**src/rtl/uart_rx_fifo.sv**
```systemverilog
// Receive-side word buffer between the UART receiver and its consumer.
// First-word-fall-through read port, explicit occupancy counter, sticky overflow flag.
module uart_rx_fifo #(
    parameter int WORD_WIDTH        = 8,
    parameter int DEPTH             = 16,
    parameter int ALMOST_FULL_LEVEL = 14
) (
    input  logic                       clk,
    input  logic                       rst_n,
    input  logic [WORD_WIDTH-1:0]      din,
    input  logic                       we,
    output logic                       full,
    output logic [WORD_WIDTH-1:0]      dout,
    output logic                       dout_valid,
    input  logic                       dout_ready,
    output logic                       empty,
    output logic                       almost_full,
    output logic [$clog2(DEPTH):0]     count,
    output logic                       overflow,
    input  logic                       overflow_clr
);

    localparam int AW = $clog2(DEPTH);
    localparam int CW = AW + 1;

    logic [WORD_WIDTH-1:0] mem_q [DEPTH];
    logic [AW-1:0]         wr_ptr_q, wr_ptr_d;
    logic [AW-1:0]         rd_ptr_q, rd_ptr_d;
    logic [CW-1:0]         count_q, count_d;
    logic                  overflow_q, overflow_d;
    logic                  wr_acc_s, rd_acc_s;

    // Flags decode only the registered count, so we never reaches full combinationally.
    always_comb begin
        full        = (count_q == CW'(DEPTH));
        empty       = (count_q == {CW{1'b0}});
        almost_full = (count_q >= CW'(ALMOST_FULL_LEVEL));
        dout_valid  = !empty;
        count       = count_q;
        overflow    = overflow_q;
        if (empty) begin
            dout = {WORD_WIDTH{1'b0}};
        end else begin
            dout = mem_q[rd_ptr_q];
        end
    end

    // Next-state for pointers, occupancy and overflow.
    always_comb begin
        wr_acc_s   = we && !full;
        rd_acc_s   = dout_ready && !empty;
        wr_ptr_d   = wr_ptr_q;
        rd_ptr_d   = rd_ptr_q;
        count_d    = count_q;
        overflow_d = overflow_q;

        if (wr_acc_s) begin
            wr_ptr_d = wr_ptr_q + AW'(1);
        end else begin
            wr_ptr_d = wr_ptr_q;
        end

        if (rd_acc_s) begin
            rd_ptr_d = rd_ptr_q + AW'(1);
        end else begin
            rd_ptr_d = rd_ptr_q;
        end

        case ({wr_acc_s, rd_acc_s})
            2'b10:   count_d = count_q + CW'(1);
            2'b01:   count_d = count_q - CW'(1);
            default: count_d = count_q;
        endcase

        // A dropped write wins over a simultaneous clear.
        if (we && full) begin
            overflow_d = 1'b1;
        end else if (overflow_clr) begin
            overflow_d = 1'b0;
        end else begin
            overflow_d = overflow_q;
        end
    end

    // Control registers.
    always_ff @(posedge clk or negedge rst_n) begin
        if (!rst_n) begin
            wr_ptr_q   <= {AW{1'b0}};
            rd_ptr_q   <= {AW{1'b0}};
            count_q    <= {CW{1'b0}};
            overflow_q <= 1'b0;
        end else begin
            wr_ptr_q   <= wr_ptr_d;
            rd_ptr_q   <= rd_ptr_d;
            count_q    <= count_d;
            overflow_q <= overflow_d;
        end
    end

    // Storage array; contents deliberately survive reset.
    always_ff @(posedge clk) begin
        if (wr_acc_s) begin
            mem_q[wr_ptr_q] <= din;
        end
    end

endmodule

```
**config.mk**
```make
export PLATFORM = sky130hd
export DESIGN_NAME = uart_rx_fifo
export DESIGN_NICKNAME = d
export VERILOG_FILES = /design/src/rtl/uart_rx_fifo.sv
export SDC_FILE = /design/constraint.sdc
export NUM_CORES = 1
export LEC_CHECK = 0
export BUFFER_PORTS_ARGS = -buffer_cell sky130_fd_sc_hd__buf_2
export CAP_MARGIN = 40
export CORE_ASPECT_RATIO = 0.75
export CORE_UTILIZATION = 37
export DETAILED_ROUTE_END_ITERATION = 7
export PLACE_DENSITY_LB_ADDON = 0.08
export REMOVE_ABC_BUFFERS = 1
export SETUP_SLACK_MARGIN = 0.05
export SLEW_MARGIN = 15
export SYNTH_ARGS = -nofsm -noshare
export SYNTH_HDL_FRONTEND = slang
export SYNTH_SLANG_ARGS = --single-unit
```
**constraint.sdc**
```tcl
create_clock -name clk -period 2.7 [get_ports clk]
set_input_delay 0.135 -clock clk [delete_from_list [all_inputs] [get_ports clk]]
set_output_delay 0.135 -clock clk [all_outputs]
set_load 0.01 [all_outputs]
```
==> metrics.md <==
| Metric | Value |
|---|---|
| Status | completed |
| Number of global-route vias before repair | about 2900 |
| Die H | around 110 um |
| DRC | 0 |
| Slew @ Worst Pin | just under 0.6 ns |
| Count of cell types in the netlist | 38 |
| I/O Buffers | 30 |
| Fmax | between 0.4 and 0.5 GHz |
| Final setup fails | 0 |
| CTS Buf Count | 17 |
| Setup tns final | 0 ns |
| CP Capture Type | output pin |
| Core Area | 0.01542 mm2 |
| CTS tree | built |
| PwrDens | between 1000 and 1500 mW/mm2 |
| WL/cell | roughly 20 um |
| Min cycle time layout | 2.481 ns |
| P&R area growth vs syn | 17.72% |
| GRT Residual Overflow | 0 |
| HP Start | overflow_clr |
| Tightest Hold Check Type | input port to flip-flop |
| Worst r2r src | count[2] |
| Net Sw Frac | 30.59% |
| Switch Pwr | 2227 uW |
| Post-synthesis adder-cell area fraction | 1.696% |
| Skew-Pair Late Insertion Delay | 0.41 ns |
| Pre-antenna DRT Iters | 4 |
| Netlist Area Pre-Place | just under 0.006 mm2 |
| Root buf cell | clkbuf_16 |
| Rows | 39 |
| Critical path origin | rd_ptr_q[1] |
| Rel. slew slack | slightly above 60% |
| RSZ-0062 raised after global routing | no |
| Worst EP arrival | 2.35 ns |
| Largest net degree at the start of global routing | 20 |
| Number of synthesized register bits | about 140 |
| Global-route wire length before repair | ~18000 um |
| Simple-Gate Fraction of Synth Area | under 10% |
| CP top delay family | multiplexers |
| Initial antenna violation count | 0 |
| Number of DRC markers in iteration 0 | ~180 |
| Clock skew | ~0.0072 ns |
| MaxCap Viol Count | 0 |
| Setup Fix Bufs, Post-CTS | 0 |
| Nets@finish | between 300 and 400 |
| Lkg Pwr | roughly 0.0025 uW |
| Area of the die | between 0.015 and 0.02 mm2 |
| Synth Area per Inst | 20.01 um2 |
| Post-DP Area | about 0.0064 mm2 |
| Asr flop ratio synth | under 10% |
| Vias | approximately 2900 |
| Kind of critical path | flip-flop to output pin |
| Clock sink count | ~140 |
| Combinational share of power | slightly below 30% |
| Clk buf depth | 2 |
| Fin area | around 0.007 mm2 |
| Vias per cell | around 5.0 |
| Primary FF master, synth | edfxtp_1 |
| Largest family of logic cells by synthesized area | multiplexers |
| Htree depth | 4 |
| Routability cong. | roughly 0.70 |
| Antenna viol nets, final | 0 |
| # IOs | 31 |
| Starting Density | a little under two fifths |
| Synth Instances | 295 |
| Crit-path cells | buf_4, mux4_1, mux2i_1, o22ai_1, buf_2 |
| Max-slew violation count | 0 |
| Final worst-path cycle share | between 90 and 100% |
| Slowest CP cell | mux4_1 |
| Worst Path Buf+Inv | 2 |
| Critical Path RT | around 2.6 ns |
| Post-DP HPWL | roughly 7600 um |
| Mux cell area share after synthesis | roughly 17% |
| Fin. Hold Viols | 0 |
| Tot Pwr | slightly above 7000 uW |
| Chip width | 147.9 um |
| Critical Path Start Type | flip-flop |
| Crit-path max FO | 11 |
| Internal power | roughly 5000 uW |
| Sequential Power Share | roughly two fifths |
| Compound-Gate Fraction of Synth Area | 2.247% |
| Drt total wl | ~12000 um |
| Worst Hold Slack | between 0.01 and 0.015 ns |
| Post-synth EDFFs | ~130 |
| Inserted Diodes | 0 |
| Clk slew on worst S/H paths | 0.06 ns |
| Peak supply drop | 428.0 uV |
| Global Route Usage Sum | between 15 and 20% |
| Synth Warn # | 0 |
| Clock share of power | around 30% |
| Max incr delay on CP | 0.62 ns |
| Post-Synth XOR/XNOR Area | 1.929% |
| Sequential area share after synthesis | slightly above 70% |
| Share of cells above drive strength 1 | between 20% and 30% |
-- worst paths after layout --
kind	end	slack, ns	cells after the start
min in group asynchronous	overflow	0.17	2
max in group asynchronous	rd_ptr_q[1]	2.24	2
hold reg to reg	rd_ptr_q[3]	0.50	1
setup / recovery	dout[7]	0.22	5
setup reg to reg	count[2]	0.26	10
hold / removal	overflow	0.01	3
-- cell type report --
type | count | area, um2
Clock buffer | 17 | 425.4
Clock inverter | 14 | 126.4
Fill cell | 1384 | 8471
Inverter | 7 | 26.28
Multi-Input combinational cell | 130 | 1564
Sequential cell | 142 | 4195
Tap cell | 205 | 256.5
Timing Repair Buffer | 55 | 355.3
-- metrics by stage --
stage / utilization (%) / setup slack (ns) / std cells
final: 45.07 / 0.2186 / 570
after detailed placement: 41.36 / 0.2850 / 537
after global placement: 41.36 / 0.3416 / 537
after CTS: 45.07 / 0.1955 / 570
after floorplan: - / 0.3856 / 279
after global routing: 45.07 / 0.08426 / 570
-- registers in the layout, summed over array words and instances, names as in the netlist --
signal	flops
overflow	1
rd_ptr_q	4
mem_q	128
wr_ptr_q	4
count	5
-- per-layer routing --
metal / GRT usage, % / wire length, um
met1: 22.24 / 5789
met3: 4.344 / 470
met4: 4.742 / 125
met5: 0 / 0
met2: 22.08 / 5140
-- cells by family (layout without fill, tap and decap cells) --
group                      after synthesis  after routing
DFF                                    142            142
muxes                                   50             50
and+or+nand+nor                         39             39
buffers and inverters                   23             93
AOI/OAI and AO/OA                       20             20
xor gates and xnor gates                13             13
adders and majority gates                8              8
-- worst register-to-register path: cells and delay by family (launching register included) --
kind / cells / cell delay (ns)
xor gates and xnor gates: 3 / 0.43
DFF: 1 / 0.54
and+or+nand+nor: 2 / 0.17
adders and majority gates: 2 / 0.48
AOI/OAI and AO/OA: 2 / 0.54
buffers and inverters: 1 / 0.14
-- placed cells by master (no fill, tap or decap), drive strengths merged --
cell type / instances
a21boi: 2
a21oi: 4
a22o: 1
a32oi: 1
and2: 1
and3b: 2
buf: 53
bufinv: 2
clkbuf: 17
clkinv: 8
clkinvlp: 3
dfrtp: 14
dlygate4sd3: 2
edfxtp: 128
ha: 8
inv: 8
mux2: 2
mux2i: 16
mux4: 32
nand2: 10
nand2b: 3
nand3: 1
nand4: 2
nor2: 13
nor2b: 1
nor3: 4
nor4: 1
nor4b: 1
o21ai: 3
o22ai: 8
o31ai: 1
xnor2: 7
xor2: 6
-- synthesized netlist by cell type (2+ instances only) --
cell / count / area (um2)
a21boi_2: 2 / 22.52
buf_6: 2 / 22.52
nor2_1: 13 / 48.80
mux4_2: 3 / 67.56
mux4_1: 29 / 762.0
buf_4: 2 / 15.01
xor2_1: 6 / 52.55
nand2b_1: 3 / 18.77
nor3_1: 4 / 20.02
nand4_1: 2 / 12.51
o21ai_0: 3 / 15.01
ha_1: 8 / 100.1
edfxtp_1: 128 / 3844
o22ai_1: 8 / 50.05
xnor2_1: 7 / 61.31
nand2_1: 9 / 33.78
inv_1: 7 / 26.28
dfrtp_1: 14 / 350.3
clkbuf_1: 2 / 7.510
mux2i_1: 16 / 160.2
and3b_1: 2 / 17.52
buf_2: 6 / 30.03
a21oi_1: 4 / 20.02
-- what timing repair did --
action,in CTS,in global routing
gates resized for setup,0,0
hold buffers,2,0
hold endpoints to repair,15,0
-- power by group through the flow --
| stage | registers (uW) | logic, uW | clock network (uW) |
|---|---|---|---|
| 2_1_floorplan | 3100 | 1220 | 0 |
| 3_3_place_gp | 3010 | 2150 | 0 |
| 3_5_place_dp | 3020 | 2160 | 0 |
| 4_1_cts | 2980 | 2160 | 2250 |
| 5_1_grt | 3020 | 2320 | 2350 |
| 6_report | 2980 | 2120 | 2190 |
(Power assumes the default switching activity.)
